`src/rtl/cntr_run_scheduler_if.sv`:
```
// Request/grant and counter-control bundle for cntr_run_scheduler.
// master: requester side plus the counter datapath (drives req, run_len and cnt_val).
// slave:  the scheduler (drives grant, completion and counter-control outputs).
interface cntr_run_scheduler_if #(
  parameter int NREQ  = 4,
  parameter int CNT_W = 32
);
  logic [NREQ-1:0]       req;
  logic [NREQ*CNT_W-1:0] run_len;
  logic [CNT_W-1:0]      cnt_val;
  logic                  cnt_en;
  logic                  cnt_clr;
  logic [NREQ-1:0]       gnt;
  logic [NREQ-1:0]       done;
  logic [NREQ-1:0]       abort;
  logic                  busy;

  modport master (
    output req, run_len, cnt_val,
    input  cnt_en, cnt_clr, gnt, done, abort, busy
  );

  modport slave (
    input  req, run_len, cnt_val,
    output cnt_en, cnt_clr, gnt, done, abort, busy
  );
endinterface

```
`src/rtl/cntr_run_scheduler.sv`:
```
// Round-robin scheduler that lends one shared 0..TERMINAL counter to NREQ requesters.
// A winner gets the counter cleared, enabled until its latched run length is
// reached, and then a one-cycle done pulse. Dropping req mid-run aborts the run.
// Optional build macro: CNTR_SCHED_TIMEOUT_EN adds a RUN-state watchdog that
// aborts a run whose counter fails to reach the target within len+4 cycles.
module cntr_run_scheduler #(
  parameter int NREQ     = 4,
  parameter int CNT_W    = 32,
  parameter int TERMINAL = 127
) (
  input  logic                 clk,
  input  logic                 rst,
  cntr_run_scheduler_if.slave  bus
);

  localparam int IW = (NREQ > 1) ? $clog2(NREQ) : 1;
  localparam logic [CNT_W-1:0] TERM = CNT_W'(TERMINAL);
  localparam logic [IW-1:0]    RR_INIT = IW'(NREQ - 1);

  typedef enum logic [1:0] {IDLE, CLEAR, RUN, DONE} state_t;

  state_t            state_reg, state_next;
  logic [IW-1:0]     idx_reg, idx_next;
  logic [IW-1:0]     rr_reg, rr_next;
  logic [CNT_W-1:0]  len_reg, len_next;
  logic [NREQ-1:0]   gnt_reg, gnt_next;
  logic [NREQ-1:0]   done_reg, done_next;
  logic [NREQ-1:0]   abort_reg, abort_next;
  logic              clr_reg, clr_next;
`ifdef CNTR_SCHED_TIMEOUT_EN
  logic [CNT_W:0]    wd_reg, wd_next;
`endif

  // Per-requester run length, saturated so a run can never wrap the counter.
  logic [CNT_W-1:0] sat_len [NREQ];
  generate
    for (genvar gi = 0; gi < NREQ; gi++) begin : g_sat
      assign sat_len[gi] = (bus.run_len[gi*CNT_W +: CNT_W] > TERM)
                           ? TERM : bus.run_len[gi*CNT_W +: CNT_W];
    end
  endgenerate

  // Round-robin pick: first set req bit searching upward from rr+1 with wrap.
  logic          pick_valid;
  logic [IW-1:0] pick_idx;
  int            cand;
  always_comb begin
    pick_valid = 1'b0;
    pick_idx   = '0;
    cand       = 0;
    for (int k = 1; k <= NREQ; k++) begin
      cand = (int'(rr_reg) + k) % NREQ;
      if (!pick_valid && bus.req[cand[IW-1:0]]) begin
        pick_valid = 1'b1;
        pick_idx   = cand[IW-1:0];
      end
    end
  end

  // State and registered-output update.
  always_ff @(posedge clk) begin
    if (rst) begin
      state_reg <= IDLE;
      idx_reg   <= '0;
      rr_reg    <= RR_INIT;
      len_reg   <= '0;
      gnt_reg   <= '0;
      done_reg  <= '0;
      abort_reg <= '0;
      clr_reg   <= 1'b0;
`ifdef CNTR_SCHED_TIMEOUT_EN
      wd_reg    <= '0;
`endif
    end else begin
      state_reg <= state_next;
      idx_reg   <= idx_next;
      rr_reg    <= rr_next;
      len_reg   <= len_next;
      gnt_reg   <= gnt_next;
      done_reg  <= done_next;
      abort_reg <= abort_next;
      clr_reg   <= clr_next;
`ifdef CNTR_SCHED_TIMEOUT_EN
      wd_reg    <= wd_next;
`endif
    end
  end

  // Next-state logic; pulse outputs default low, grant and latches hold.
  always_comb begin
    state_next = state_reg;
    idx_next   = idx_reg;
    rr_next    = rr_reg;
    len_next   = len_reg;
    gnt_next   = gnt_reg;
    done_next  = '0;
    abort_next = '0;
    clr_next   = 1'b0;
`ifdef CNTR_SCHED_TIMEOUT_EN
    wd_next    = wd_reg;
`endif
    case (state_reg)
      IDLE: begin
        if (pick_valid) begin
          idx_next   = pick_idx;
          len_next   = sat_len[pick_idx];
          gnt_next   = NREQ'(1) << pick_idx;
          clr_next   = 1'b1;
          state_next = CLEAR;
        end
      end
      CLEAR: begin
        if (!bus.req[idx_reg]) begin
          abort_next = NREQ'(1) << idx_reg;
          gnt_next   = '0;
          rr_next    = idx_reg;
          state_next = IDLE;
        end else begin
          // Zero-length runs also pass through one RUN cycle with the enable
          // held off, so done timing is uniform (cycle len+3) for every length.
          state_next = RUN;
`ifdef CNTR_SCHED_TIMEOUT_EN
          wd_next    = '0;
`endif
        end
      end
      RUN: begin
        if (!bus.req[idx_reg]) begin
          abort_next = NREQ'(1) << idx_reg;
          gnt_next   = '0;
          rr_next    = idx_reg;
          state_next = IDLE;
        end else if ((bus.cnt_val == len_reg) || (len_reg == '0)) begin
          done_next  = NREQ'(1) << idx_reg;
          state_next = DONE;
        end
`ifdef CNTR_SCHED_TIMEOUT_EN
        else if ((wd_reg + (CNT_W+1)'(1)) == ({1'b0, len_reg} + (CNT_W+1)'(4))) begin
          // Counter looks stuck: give the slot back rather than hang.
          abort_next = NREQ'(1) << idx_reg;
          gnt_next   = '0;
          rr_next    = idx_reg;
          state_next = IDLE;
        end else begin
          wd_next = wd_reg + (CNT_W+1)'(1);
        end
`endif
      end
      DONE: begin
        gnt_next   = '0;
        rr_next    = idx_reg;
        state_next = IDLE;
      end
      default: state_next = IDLE;
    endcase
  end

  // Counter enable follows the live counter value so it drops in the target cycle.
  assign bus.cnt_en  = (state_reg == RUN) && (len_reg != '0) && (bus.cnt_val != len_reg);
  assign bus.cnt_clr = clr_reg;
  assign bus.gnt     = gnt_reg;
  assign bus.done    = done_reg;
  assign bus.abort   = abort_reg;
  assign bus.busy    = (state_reg != IDLE);

endmodule

```
`src/flat_wrapper.sv`:
```
// flat-port wrapper written by rule: the top's interface ports become plain ports
module cntr_run_scheduler_flat 
#(
  parameter int NREQ     = 4,
  parameter int CNT_W    = 32,
  parameter int TERMINAL = 127
)
  (clk, rst, bus_req, bus_run_len, bus_cnt_val, bus_cnt_en, bus_cnt_clr, bus_gnt, bus_done, bus_abort, bus_busy);
  cntr_run_scheduler_if #(.NREQ(NREQ), .CNT_W(CNT_W)) bus_i ();
  input  logic clk;
  input  logic rst;
  input wire logic [$bits(bus_i.req)-1:0] bus_req;
  input wire logic [$bits(bus_i.run_len)-1:0] bus_run_len;
  input wire logic [$bits(bus_i.cnt_val)-1:0] bus_cnt_val;
  output wire logic [$bits(bus_i.cnt_en)-1:0] bus_cnt_en;
  output wire logic [$bits(bus_i.cnt_clr)-1:0] bus_cnt_clr;
  output wire logic [$bits(bus_i.gnt)-1:0] bus_gnt;
  output wire logic [$bits(bus_i.done)-1:0] bus_done;
  output wire logic [$bits(bus_i.abort)-1:0] bus_abort;
  output wire logic [$bits(bus_i.busy)-1:0] bus_busy;
  assign bus_i.req = bus_req;
  assign bus_i.run_len = bus_run_len;
  assign bus_i.cnt_val = bus_cnt_val;
  assign bus_cnt_en = bus_i.cnt_en;
  assign bus_cnt_clr = bus_i.cnt_clr;
  assign bus_gnt = bus_i.gnt;
  assign bus_done = bus_i.done;
  assign bus_abort = bus_i.abort;
  assign bus_busy = bus_i.busy;
  cntr_run_scheduler #(.NREQ(NREQ), .CNT_W(CNT_W), .TERMINAL(TERMINAL)) u_core (.clk(clk), .rst(rst), .bus(bus_i));
endmodule
```
`config.mk`:
```
export PLATFORM = sky130hd
export DESIGN_NAME = cntr_run_scheduler_flat
export DESIGN_NICKNAME = d
export VERILOG_FILES = /design/src/rtl/cntr_run_scheduler_if.sv /design/src/rtl/cntr_run_scheduler.sv /design/src/flat_wrapper.sv
export SDC_FILE = /design/constraint.sdc
export NUM_CORES = 1
export LEC_CHECK = 0
export ABC_AREA = 1
export BUFFER_PORTS_ARGS = -buffer_cell sky130_fd_sc_hd__buf_4
export CAP_MARGIN = 20
export CORE_MARGIN = 8
export CORE_UTILIZATION = 30
export CTS_CLUSTER_SIZE = 30
export DETAILED_ROUTE_END_ITERATION = 7
export HOLD_SLACK_MARGIN = 0.12
export PLACE_DENSITY_LB_ADDON = 0.08
export SYNTH_ARGS = -nofsm -noshare
export SYNTH_HDL_FRONTEND = slang
export SYNTH_SLANG_ARGS = --single-unit
```
`constraint.sdc`:
```
create_clock -name clk -period 4.6 [get_ports clk]
set_input_delay 0.23 -clock clk [delete_from_list [all_inputs] [get_ports clk]]
set_output_delay 0.23 -clock clk [all_outputs]
set_load 0.02 [all_outputs]
```
---- Word level (Yosys, flattened, before mapping) ----
Cells that the tools add are included.
word-level totals
  bits in registers ....................... 51
  input port bits ......................... 166
  output and inout bits ................... 15
  logic and storage cells ................. 96
cells by class
  add/sub/neg operators ................... 4
  $lt $le $gt $ge ......................... 10
  equality and inequality tests ........... 8
  shift-type cells ........................ 2
  multiplexer cells ....................... 36
  bitwise operators ....................... 6
  reduce and logical (&&, ||, !) cells .... 22
operator list
  operator               count
  $mux W32               6
  $gt A32 B7 Y1 const B  4
  $bmux W32 S2           1
  $eq A32 B32 Y1         1
  $logic_not A32 Y1      1
  $ne A32 B32 Y1         1
  $reduce_bool A32 Y1    1
  $mux W2                9
  $lt A2 B3 Y1 const B   5
  $pmux W4 S3            1
  $bmux W1 S2            5
  $mux W1                10
  $mux W4                2
  $pmux W2 S4            1
  $reduce_and A2 Y1      4
  $shl A1 B2 Y4 const A  2
  $logic_and A1 B1 Y1    5
  $not A1 Y1             5
  $add A2 B1 Y2 const B  2
  $add A2 B2 Y2 const B  2
  $eq A2 B2 Y1 const B   2
  $pmux W2 S2            1
  $reduce_bool A2 Y1     2
  $reduce_or A2 Y1       2
  11 further kinds       13

---- Depth between registers and ports, before layout ----
  word-level depth ........................ 17
  mapped depth ............................ 17
  mapped depth without buffers ............ 15

---- Worst setup path before layout ----
Ideal clock, no wire load.
  path kind ............................... register to register
  start point ............................. reg u_core.rr_reg[1]
  end point ............................... reg u_core.len_reg[1]
  setup time .............................. 0.109 ns
  arrival ................................. 1.473 ns
  path slack .............................. 3.018 ns
  cell stages (with the launch flop) ...... 18
  buffers on the path ..................... 2
  period minus slack after synthesis ...... 1.582 ns
  cells stage by stage .................... dfxtp_1 buf_4 inv_4 nand2_1 nand2_1 nand2_2 nand2_4 inv_2 nand2_1 nand2_1 nand3_4 buf_8 nand2_1 nand2_1 nand2_1 nand3_1 nand2_1 inv_1
between the ends
  cells in the longest elaborated chain, start to end .. 17
RTL lines
  item                                         RTL line                   source
  start, declared                              cntr_run_scheduler.sv:24   logic [IW-1:0] rr_reg, rr_next;
  start signal, assigned                       cntr_run_scheduler.sv:77   rr_reg <= rr_next;
  $add A2 B1 Y2                                cntr_run_scheduler.sv:52   cand = (int'(rr_reg) + k) % NREQ;
  $bmux W1 S2                                  cntr_run_scheduler.sv:53   if (!pick_valid && bus.req[cand[IW-1:0]]) begin
  $mux W1 (implied by the code)                cntr_run_scheduler.sv:53
  $mux W1                                      cntr_run_scheduler.sv:53
  $logic_not A1 Y1                             cntr_run_scheduler.sv:53
  $logic_and A1 B1 Y1                          cntr_run_scheduler.sv:53
  $mux W1                                      cntr_run_scheduler.sv:53
  $logic_not A1 Y1                             cntr_run_scheduler.sv:53
  $logic_and A1 B1 Y1                          cntr_run_scheduler.sv:53
  $mux W1                                      cntr_run_scheduler.sv:53
  $logic_not A1 Y1                             cntr_run_scheduler.sv:53
  $logic_and A1 B1 Y1                          cntr_run_scheduler.sv:53
  $mux W2                                      cntr_run_scheduler.sv:53
  $not A2 Y3 (implied by the code)             cntr_run_scheduler.sv:106  len_next = sat_len[pick_idx];
  $bmux W32 S2                                 cntr_run_scheduler.sv:106
  $mux W32 (implied by the code) (2 in a row)  cntr_run_scheduler.sv:106
  end signal, assigned                         cntr_run_scheduler.sv:78   len_reg <= len_next;
  end, declared                                cntr_run_scheduler.sv:25   logic [CNT_W-1:0] len_reg, len_next;
Parallel ways exist; a longest one is shown, timed or not. The select of a mux whose other input is x is not followed.
A chain may end at the register's enable or synchronous reset.

---- Worst setup path after layout ----
  start point ............................. reg u_core.rr_reg[0]
  end point ............................... reg u_core.idx_reg[1]
between the ends
  cells in the longest elaborated chain, start to end .. 14
RTL lines
  item                                RTL line                  source
  $add A2 B1 Y2                       cntr_run_scheduler.sv:52
  $bmux W1 S2                         cntr_run_scheduler.sv:53
  $mux W1 (implied by the code)       cntr_run_scheduler.sv:53
  $mux W1                             cntr_run_scheduler.sv:53
  $logic_not A1 Y1                    cntr_run_scheduler.sv:53
  $logic_and A1 B1 Y1                 cntr_run_scheduler.sv:53
  $mux W1                             cntr_run_scheduler.sv:53
  $logic_not A1 Y1                    cntr_run_scheduler.sv:53
  $logic_and A1 B1 Y1                 cntr_run_scheduler.sv:53
  $mux W1                             cntr_run_scheduler.sv:53
  $logic_not A1 Y1                    cntr_run_scheduler.sv:53
  $logic_and A1 B1 Y1                 cntr_run_scheduler.sv:53
  $mux W1                             cntr_run_scheduler.sv:53
  $reduce_and A2 Y1 (no source line)  -
  end signal, assigned                cntr_run_scheduler.sv:76  idx_reg <= idx_next;
  end, declared                       cntr_run_scheduler.sv:23  logic [IW-1:0] idx_reg, idx_next;
Parallel ways exist; a longest one is shown, timed or not. The select of a mux whose other input is x is not followed.

==> results_dict.tcl <==
set metrics [dict create \
    status "finished clean" \
    hold_violations 0 \
    wire_per_inst_um 14.07 \
    synth_top_family_by_area "simple AND/OR/NAND/NOR gates" \
    critPathRequiredTime_ns 4.75 \
    routed-wl-met3_mm 1.075 \
    die_w_um 122.4 \
    period_needed_ns 2.243 \
    wl_mm 11.74 \
    yosysWarnings 0 \
    numCtsBuffers 5 \
    largest_reg_flops 32 \
    post_cts_resize_count 0 \
    critPathArrivalTime_ns 2.39 \
    final_layout_size_suffix_gt1_share_pct 31.40 \
    clk_pin_slew_ns 0.07 \
    clock_skew_ns 0.003164 \
    hp-start "rst" \
    slew_headroom_pct 59.65 \
    cts-root-buf "clkbuf_16" \
    syn_inst 516 \
    grt_overflow_total 0 \
    grt_max_degree 39 \
    gp_congestion 0.8292 \
    portBuffers 180 \
    track_usage_pct 15.63 \
    cp_slowest_cell "dfxtp_1" \
    routed.top_layer "met4" \
    dr.pass1.iters 4 \
    startpoint_type "flip-flop" \
    cts_hold_repair.buffers 0 \
    min_period_over_period_pct 48.76 \
    synth-xor-area-share_pct 7.482 \
    cp_top_family "simple AND/OR/NAND/NOR gates" \
    final_cell_mix "180 x buf_4, 112 x nand2_1, 70 x nor2_1" \
    synth_mux_area_share_pct 0 \
    synth_fa_ha_area_share_pct 1.843 \
    netlist-cell-type-count 32 \
    synthSimpleGateAreaFrac_pct 47.11 \
    power.density_nw_per_um2 461.3 \
    grt_pass1_wl_mm 18.91 \
    crit_buf_inv 2 \
    synthArstFlopShare_pct 0 \
    syn-num-nets 687 \
    final_common_cell "buf_4" \
    synthFlopType "dfxtp_1" \
    rsz0062_at_grt "no" \
    postCtsSetupRepairBufs 0 \
    crit_fanout 37 \
    io_pins 181 \
    drc 0 \
    r2r-start "u_core.rr_reg[0]$_SDFFE_PP1P_" \
    synth_compound_area_share_pct 4.386 \
    synthTopCellsByArea "dfxtp_1 30%, nand2_1 12%, nor2_1 7.7%" \
    insertion_delay_ns 0.29 \
    crit_chain "inv_2, nand2_1, nand2_1, nand2_2, nand2_4, nor2_8, nand3_4, nand2_4, inv_2, o21ai_0, a21oi_1" \
    synth_top_area_share_pct 30.08 \
    avgSynthCellArea_um2 6.579 \
    synth_top_area_cell "dfxtp_1" \
    ant_nets 0 \
    cp-startpoint "u_core.rr_reg[0]$_SDFFE_PP1P_" \
    tightest_slew_ns 0.6002 \
    cts_tree "done" \
    coreArea_um2 11220 \
    vias 3797 \
    row_count 39 \
    drt-met1-wl_mm 4.631 \
    setup_tns_ns 0 \
    end_kind "flip-flop" \
    hp-class "input pin to flip-flop" \
    fin_area_um2 5017 \
    synth.cell_area_um2 3395 \
    num_antenna_cells 0 \
    nets 861 \
    drt_iter0_drc 135 \
    floorplan.initialDensity_pct 30.25 \
    cpPeakStageDelay_ns 0.57 \
    grt_pass1_vias 4121 \
    synth_enable_flop_cells 0 \
    synth-seq-cells 51 \
    die_y_um 122.4 \
    fin_util_pct 44.70 \
    clockBufferDepth 2 \
    slew_viol_final 0 \
    htreeDepth 2 \
    dp_hpwl_mm 10.16 \
    antenna_found_initial 0 \
    cap_viol_max_count 0 \
    setup_viol 0 \
    max_freq_mhz 445.8 \
    postPlaceCellArea_um2 4840 \
    leakage_nw 2.392 \
    dieArea_um2 14970 \
    area_growth_syn_to_layout_pct 47.81 \
    ir_drop_uv 222.1 \
    ys_seq_area_share_pct 30.08 \
    cts_num_sinks 51 \
    path_class "flip-flop to flip-flop" \
    viasPerCell 4.553 \
    met2_length_mm 5.899 \
]
[Yosys cell counts (all sizes together) (2+ instances only)]
cell,count
inv,58
nor2,72
or2,2
a21oi,16
xnor2,16
xor2,13
buf,9
nor3,41
nand3,47
o21ai,11
nand3b,27
ha,5
nand2,127
dfxtp,51
nand4,11
clkbuf,4
nor4,3
[power by group]
group | switching, W | internal [W]
Sequential | 0.0000687 | 0.000509
Combinational | 0.000826 | 0.000474
Clock | 0.000164 | 0.000274
[stage by stage]
stage	setup slack (ns)	hold WS, ns	total power (W)	cells
floorplan	3.018	0.4419	0.001574	516
global route	2.039	0.3708	0.002540	834
CTS	2.370	0.3488	0.002342	834
detailed placement	2.389	0.4584	0.001888	826
finish	2.357	0.3492	0.002314	834
global placement	2.482	0.4579	0.001870	826
[cell type report]
type | count | area, µm²
fillers | 1198 | 6206
multi-input cells | 393 | 2064
repair buffers | 180 | 1351
flip-flops and latches | 51 | 1021
inverters | 59 | 224.0
well taps | 143 | 178.9
clock buffers | 6 | 138.9
clock inverters | 2 | 38.79
[final timing paths]
| path | slack, ns | end | cells after the start |
|---|---|---|---|
| hold reg to reg | 0.47 | u_core.bus.gnt[2]$_SDFFE_PP0P_ | 2 |
| hold / removal | 0.35 | u_core.len_reg[20]$_SDFFE_PP0P_ | 2 |
| setup / recovery | 2.36 | u_core.idx_reg[1]$_SDFFE_PP0P_ | 11 |
| setup reg to reg | 2.36 | u_core.idx_reg[1]$_SDFFE_PP0P_ | 11 |
[kinds of logic after synthesis]
kind of cell	count (synthesis)
fa+ha+maj	5
simple gates	330
buf+inv	72
compound gates	29
flops	51
xor+xnor	29
[per-layer routing]
layer | global-route usage, % | vias up
met1 | 16.32 | 1653
met5 | 0 | -
met4 | 4.417 | 0
met3 | 6.026 | 9
li1 | - | 2006
met2 | 28.56 | 129
Power figures use the tool's default switching activity.
